$ cat config.mk
export PLATFORM = sky130hd
export DESIGN_NAME = booth_scheduler
export DESIGN_NICKNAME = d
export VERILOG_FILES = /design/src/rtl/booth_pkg.sv /design/src/rtl/rr_arbiter_2.sv /design/src/rtl/booth_scheduler.sv
export SDC_FILE = /design/constraint.sdc
export NUM_CORES = 1
export LEC_CHECK = 0
export CAP_MARGIN = 20
export CORE_AREA = 2 2 93 95
export CTS_CLUSTER_SIZE = 8
export DETAILED_ROUTE_END_ITERATION = 16
export DIE_AREA = 0 0 95 97
export PLACE_DENSITY = 0.9
export SLEW_MARGIN = 20
export SYNTH_ARGS = -nofsm -noshare
export SYNTH_HDL_FRONTEND = slang
export SYNTH_SLANG_ARGS = --single-unit
$ cat constraint.sdc
create_clock -name clk -period 4.6 [get_ports clk]
set_input_delay 0.92 -clock clk [delete_from_list [all_inputs] [get_ports clk]]
set_output_delay 0.92 -clock clk [all_outputs]
set_load 0.01 [all_outputs]
$ cat src/rtl/booth_pkg.sv
// Shared types and default sizes for the Booth multiplier scheduler.
// The output struct groups the registered strobes so they move together.
package booth_pkg;

    localparam int DEFAULT_WIDTH_IN = 16;
    localparam int DEFAULT_WIDTH_FP = 32;
    localparam int DEFAULT_WIDTH_CO = 4;
    localparam int STEP_LAST        = DEFAULT_WIDTH_IN - 1;

    typedef enum logic [2:0] {
        S_IDLE    = 3'd0,
        S_LOAD    = 3'd1,
        S_STEP    = 3'd2,
        S_FINAL   = 3'd3,
        S_CAPTURE = 3'd4,
        S_RESP    = 3'd5
    } sched_state_t;

    typedef struct packed {
        logic en_i;
        logic en_pp;
        logic en_fp;
        logic rsp_valid;
        logic busy;
    } sched_out_t;

endpackage

$ cat src/rtl/rr_arbiter_2.sv
// Two-way round-robin arbiter: on a tie the requester not granted last wins.
// The last-grant pointer moves only when the grant is actually taken.
module rr_arbiter_2 (
    input  logic       clk,
    input  logic       reset,
    input  logic [1:0] req,
    input  logic       advance,
    output logic       grant_id,
    output logic       grant_valid
);

    logic last_r;

    // grant selection from current requests and last-grant pointer
    always_comb begin
        grant_valid = |req;
        if (req == 2'b11) begin
            grant_id = ~last_r;
        end else if (req[1]) begin
            grant_id = 1'b1;
        end else begin
            grant_id = 1'b0;
        end
    end

    // pointer starts at 1 so requester 0 wins the first tie
    always_ff @(posedge clk or negedge reset) begin
        if (!reset) begin
            last_r <= 1'b1;
        end else if (advance) begin
            last_r <= grant_id;
        end else begin
            last_r <= last_r;
        end
    end

endmodule

$ cat src/rtl/booth_scheduler.sv
// Two-port scheduler and sequencer for a radix-2 Booth multiplier datapath.
// Strobes, busy and rsp_valid are registered from the next-state decode.
module booth_scheduler
    import booth_pkg::*;
#(
    parameter int WIDTH_IN = DEFAULT_WIDTH_IN,
    parameter int WIDTH_FP = DEFAULT_WIDTH_FP,
    parameter int WIDTH_CO = DEFAULT_WIDTH_CO
) (
    input  logic                clk,
    input  logic                reset,
    input  logic                req0_valid,
    output logic                req0_ready,
    input  logic [WIDTH_IN-1:0] req0_a,
    input  logic [WIDTH_IN-1:0] req0_b,
    input  logic                req1_valid,
    output logic                req1_ready,
    input  logic [WIDTH_IN-1:0] req1_a,
    input  logic [WIDTH_IN-1:0] req1_b,
    output logic                rsp_valid,
    input  logic                rsp_ready,
    output logic                rsp_id,
    output logic [WIDTH_FP-1:0] rsp_product,
    output logic                busy,
    output logic [WIDTH_IN-1:0] dp_multiplicand,
    output logic [WIDTH_IN-1:0] dp_multiplier,
    output logic                dp_en_i,
    output logic                dp_en_pp,
    output logic                dp_en_fp,
    output logic                dp_valid_in,
    input  logic [WIDTH_FP-1:0] dp_product
);

    localparam logic [WIDTH_CO-1:0] STEP_END = WIDTH_CO'(WIDTH_IN - 1);

    sched_state_t        state_r, state_s;
    sched_out_t          out_r, out_s;
    logic [WIDTH_CO-1:0] cnt_r;
    logic [WIDTH_IN-1:0] a_r, b_r;
    logic                id_r, rsp_id_r;
    logic [WIDTH_FP-1:0] prod_r;
    logic                grant_id_s, grant_valid_s, accept_s;

    rr_arbiter_2 u_arb (
        .clk         (clk),
        .reset       (reset),
        .req         ({req1_valid, req0_valid}),
        .advance     (accept_s),
        .grant_id    (grant_id_s),
        .grant_valid (grant_valid_s)
    );

    assign accept_s   = (state_r == S_IDLE) & grant_valid_s;
    assign req0_ready = accept_s & ~grant_id_s;
    assign req1_ready = accept_s & grant_id_s;

    // state register
    always_ff @(posedge clk or negedge reset) begin
        if (!reset) begin
            state_r <= S_IDLE;
        end else begin
            state_r <= state_s;
        end
    end

    // next-state logic
    always_comb begin
        state_s = state_r;
        case (state_r)
            S_IDLE:    state_s = accept_s ? S_LOAD : S_IDLE;
            S_LOAD:    state_s = S_STEP;
            S_STEP:    state_s = (cnt_r == STEP_END) ? S_FINAL : S_STEP;
            S_FINAL:   state_s = S_CAPTURE;
            S_CAPTURE: state_s = S_RESP;
            S_RESP:    state_s = rsp_ready ? S_IDLE : S_RESP;
            default:   state_s = S_IDLE;
        endcase
    end

    // output decode of the upcoming state, registered below
    always_comb begin
        out_s = '0;
        case (state_s)
            S_IDLE:    out_s = '0;
            S_LOAD:    begin out_s.en_i  = 1'b1; out_s.busy = 1'b1; end
            S_STEP:    begin out_s.en_pp = 1'b1; out_s.busy = 1'b1; end
            S_FINAL:   begin out_s.en_fp = 1'b1; out_s.busy = 1'b1; end
            S_CAPTURE: out_s.busy = 1'b1;
            S_RESP:    begin out_s.rsp_valid = 1'b1; out_s.busy = 1'b1; end
            default:   out_s = '0;
        endcase
    end

    // registered strobes and status
    always_ff @(posedge clk or negedge reset) begin
        if (!reset) begin
            out_r <= '0;
        end else begin
            out_r <= out_s;
        end
    end

    // step counter, operand latch and result capture
    always_ff @(posedge clk or negedge reset) begin
        if (!reset) begin
            cnt_r    <= '0;
            a_r      <= '0;
            b_r      <= '0;
            id_r     <= 1'b0;
            prod_r   <= '0;
            rsp_id_r <= 1'b0;
        end else begin
            if (state_r == S_LOAD) begin
                cnt_r <= '0;
            end else if (state_r == S_STEP) begin
                cnt_r <= cnt_r + WIDTH_CO'(1);
            end else begin
                cnt_r <= cnt_r;
            end
            if (accept_s) begin
                a_r  <= grant_id_s ? req1_a : req0_a;
                b_r  <= grant_id_s ? req1_b : req0_b;
                id_r <= grant_id_s;
            end
            if (state_r == S_CAPTURE) begin
                prod_r   <= dp_product;
                rsp_id_r <= id_r;
            end
        end
    end

    assign dp_en_i         = out_r.en_i;
    assign dp_valid_in     = out_r.en_i;
    assign dp_en_pp        = out_r.en_pp;
    assign dp_en_fp        = out_r.en_fp;
    assign rsp_valid       = out_r.rsp_valid;
    assign busy            = out_r.busy;
    assign dp_multiplicand = a_r;
    assign dp_multiplier   = b_r;
    assign rsp_product     = prod_r;
    assign rsp_id          = rsp_id_r;

endmodule
=== After elaboration in Yosys (flattened, before gate mapping) ===
Index checks and enable logic that the tools add are counted.

* Order comparisons: 0
* Muxes and demuxes: 15
* Shifts and indexed selects: 0
* Reduce and logical (&&, ||, !) cells: 4
* Bitwise logic cells: 5
* $add $sub $neg: 1
* Equal/unequal tests: 12
* Divide/modulo/power cells: 0
* Multiply operators: 0

{| class="wikitable"
|+ Operators with widths
! kind !! count
|-
| 2-to-1 mux 16 bit || 2
|-
| case mux 3 bit (6 select lines) || 1
|-
| equality test 3 x 2 -> 1 bit, second input constant || 4
|-
| equality test 3 bit, second input constant || 4
|-
| 2-to-1 mux 1 bit || 9
|-
| 2-to-1 mux 4 bit || 2
|-
| equality test 3 x 1 -> 1 bit, second input constant || 2
|-
| OR reduction 5 bit || 1
|-
| adder 4 x 1 -> 4 bit, second input constant || 1
|-
| equality test 4 bit, second input constant || 1
|-
| bitwise AND 1 bit || 3
|-
| logical NOT 3 bit || 1
|-
| 2-to-1 mux 3 bit || 1
|-
| equality test 2 bit, second input constant || 1
|-
| NOT 1 bit || 2
|-
| nonzero test 2 bit || 1
|-
| OR reduction 2 bit || 1
|}

* Latch bits: 0
* Flip-flop bits (word level): 79
* Output and inout bits: 73
* Memory bits (writable): 0
* Memories kept: 0
* Bits in read-only memories: 0

=== Depth between registers and ports, before layout ===
* Word-level depth: 7
* Gate-level depth with buffers: 6
* Depth with buffers taken out: 5

=== Cells and area by module ===
A second synthesis with hierarchy kept.

* Cells, all modules: 272
* Area total of the unflattened synthesis: 3,548.4 um^2

{| class="wikitable"
|+ Modules (own cells, without submodules)
! module !! instances !! cells an instance !! area an instance (um^2) !! seq. area each (um^2)
|-
| booth_scheduler || 1 || 268 || 3,489.6 || 1,951.9
|-
| rr_arbiter_2 || 1 || 4 || 58.8 || 26.3
|}

=== Worst setup path before layout ===
OpenSTA, ideal clock, no wires.

* Path kind: input -> output
* From: in req1_valid
* To: out req0_ready
* Arrival time: 1.699 ns
* Data required time: 3.680 ns
* Path slack: 1.981 ns
* Stages on the path: 4
* Cells stage by stage: nor2b_1 buf_2 buf_2 nor3b_1

* Longest elaborated chain between the ends: 4
* Elaborated cells between the ends (all ways): 7
* Classes of those cells: 1 x eq/ne; 2 x mux; 3 x bitwise; 1 x reduce/logical

{| class="wikitable"
|+ RTL lines
! item !! line !! source
|-
| start, declared || booth_scheduler.sv:16 || <nowiki>input logic req1_valid,</nowiki>
|-
| equality test 2 bit or 2-to-1 mux 1 bit (tied branches) || rr_arbiter_2.sv:17, rr_arbiter_2.sv:19 ||
|-
| 2-to-1 mux 1 bit || rr_arbiter_2.sv:17 || <nowiki>if (req == 2'b11) begin</nowiki>
|-
| NOT 1 bit || booth_scheduler.sv:54 || <nowiki>assign req0_ready = accept_s & ~grant_id_s;</nowiki>
|-
| bitwise AND 1 bit * || booth_scheduler.sv:54 ||
|-
| end, declared || booth_scheduler.sv:13 || <nowiki>output logic req0_ready,</nowiki>
|}

Mark *: on every way between the ends. The rest lies on a longest branch, timed or not.

=== Worst setup path in the final report ===
* From: reg state_r[0]
* To: out req0_ready

* Longest elaborated chain between the ends: 3

{| class="wikitable"
|+ RTL lines
! item !! line !! source
|-
| start, declared || booth_scheduler.sv:36 || <nowiki>sched_state_t state_r, state_s;</nowiki>
|-
| start signal, assigned || booth_scheduler.sv:62 || <nowiki>state_r <= state_s;</nowiki>
|-
| logical NOT 3 bit || booth_scheduler.sv:53 || <nowiki>assign accept_s = (state_r == S_IDLE) & grant_valid_s;</nowiki>
|-
| bitwise AND 1 bit || booth_scheduler.sv:53 ||
|-
| bitwise AND 1 bit || booth_scheduler.sv:54 ||
|}

No other way between the ends.

==> qor.csv <==
metric;value;unit
status;finished, final reports clean;
fin_crit_sh;80.33;%
cts_max_path_buffers;2;
core_region_area;8134;um2
fin_tns_setup;0;ps
fp-row-count;33;
die_w;95;um
dr_total_vias;2934;
report.final.slew_viol_count;0;
synthMuxAreaShare;10.47;%
dp_hpwl;6.784;mm
die_y;97;um
drive_above_1_share;12.95;%
syn_nets;384;
drv_cap;0;
critPathKind;reg -> out;
cts_made_buffers;9;
end_kind;output port;
netlist_area;3550;um2
ios;174;
cp.arrival;2780;ps
start_kind;register;
synth.yosys.seq_area_share;55.73;%
peakVddDrop;0.0005187;V
start_util;43.64;%
dr.pass1.iters;6;
grt_setup_unrepaired;no;
wl_per_cell;17.05;um
max_slew_margin;34.83;%
drt_iter0_drc;110;
antenna_found_initial;0;
diodes;0;
areaGrowthSynthToFinish;55.09;%
finalClockSkew;13.16;ps
cts.htree.levels;3;
antenna_left;0;
timing.fmax;0.2706;GHz
grt_max_degree;80;
critPathMaxFanout;33;
cp.buffers_inverters;1;
crit_slowest_cell;or3_2;
final_common_cell;clkdlybuf4s50_1;
synth_cell_types;32;
path_clk_slew;80;ps
gr-total-overflow;0;
dieArea;9215;um2
synth-simple-area-share;15.76;%
synth_compound_area_share;12.27;%
worstMarginPinSlew;977.6;ps
leakage;0.002286;uW
port_buffers;173;
max_stage_delay;940;ps
grt_pass1_wl;14.87;mm
clkSinkCount;79;
viasPerCell;5.306;
synth_adder_area_share;0.3525;%
yosysWarnings;0;
grtUsageTotal;20.58;%
stdcell_area;5505;um2
clk_latency;340;ps
cp_cell_sequence;or3_2 -> nor3b_1 -> clkdlybuf4s50_1;
setup_viol;0;
synth_seq_cells;79;
synth_xor_xnor_area_share;0.2467;%
synth_top_family_by_area;simple AND/OR/NAND/NOR gates;
final_nets;546;
syn_area_per_cell;12.59;um2
gp_congestion;0.7623;
place_area;5294;um2
critical_path.top_delay_family;simple AND/OR/NAND/NOR gates;
hold_path.class;reg -> reg;
post-cts-setup-buffers;0;
worstPathRequired;3680;ps
cts_tree;built;
pwr_density_cell;627.2;nW/um2
final_cell_mix;172 x clkdlybuf4s50_1, 78 x dfrtp_1, 37 x nand2_1;
wl;9.431;mm
clockRootBuffer;clkbuf_8;
hold_buffers;0;
timing.final.crit_period;3695;ps
syn_inst;282;
cts-resized-gates;0;
drc;0;
grt_pass1_vias;3074;
finalHoldViolCount;0;
through the flow:
| stage | hold slack (ps) | total power (uW) | instances | utilization, % | setup slack, ps |
|---|---|---|---|---|---|
| after floorplan | 444.1 | 2096 | 282 | - | 1981 |
| after global placement | 458.3 | 2855 | 538 | 65.08 | 1320 |
| after detailed placement | 469.9 | 2931 | 538 | 65.08 | 1280 |
| after CTS | 488.2 | 3489 | 553 | 67.68 | 874.9 |
| after global routing | 495.4 | 3666 | 553 | 67.68 | 806.6 |
| final | 479.8 | 3453 | 553 | 67.68 | 904.6 |
report_power, final:
part	switching, uW	internal [uW]	total [uW]	leakage (uW)
clock	233	316	549	0.000109
combinational	704	939	1640	0.00121
sequential	230	1030	1260	0.000969
total	1170	2290	3450	0.00229
layer usage:
layer	part of all wire, %	wire length (um)	GRT usage, %
met1	40	3727	24.04
met2	51	4805	35.73
met3	7.3	690	4.907
met4	2.2	208	8.361
met5	0	0	0
synthesized netlist by cell type (all sizes together):
cell type / number / area [um2]
dfrtp: 78 / 1952
nand2: 37 / 138.9
nor3: 35 / 325.3
mux2: 33 / 371.6
a221o: 32 / 320.3
buf: 21 / 146.4
o21ai: 8 / 43.79
clkbuf: 6 / 22.52
a21oi: 5 / 25.02
inv: 4 / 15.01
a21o: 3 / 22.52
nor3b: 3 / 27.52
and3: 2 / 12.51
nor2: 2 / 7.510
or3: 2 / 12.51
a22oi: 1 / 7.510
a41oi: 1 / 8.760
and3b: 1 / 8.760
dfstp: 1 / 26.28
ha: 1 / 12.51
nand3: 1 / 5.000
nand4: 1 / 6.260
nor2b: 1 / 6.260
nor4b: 1 / 8.760
o211ai: 1 / 7.510
xnor2: 1 / 8.760
final cells by class:
class                   instances  area [um2]
clock buffers                  11       141.4
fillers                       629        2629
flip-flops and latches         79        1978
inverters                       4       15.01
clock inverters                 4       70.07
well taps                     105       131.4
multi-input cells             172        1403
repair buffers                178        1767
flip-flops by register name, indices dropped and copies added (netlist names), 3 cells and up:
| signal | cells |
|---|---|
| rsp_product | 32 |
| dp_multiplicand | 16 |
| dp_multiplier | 16 |
| cnt_r | 4 |
| state_r | 3 |
cells by family after synthesis:
group	after synthesis
buffers and inverters	31
XOR/XNOR	1
flip-flops	79
multiplexers	33
adder cells (fa/ha/maj)	1
AO/OA/AOI/OAI	51
AND/OR/NAND/NOR	86
path summary, 6_finish.rpt:
| path | start | end | slack [ps] | cells past startpoint |
|---|---|---|---|---|
| min reg2reg | id_r | id_r | 480 | 1 |
| min in group asynchronous | reset | rsp_product[5] | 700 | 1 |
| min | id_r | id_r | 480 | 1 |
| max in group asynchronous | reset | dp_multiplicand[1] | 3220 | 1 |
| max | state_r[0] | req0_ready | 900 | 3 |
| max reg2reg | state_r[0] | dp_multiplier[3] | 2460 | 3 |
(Power assumes the default switching activity.)
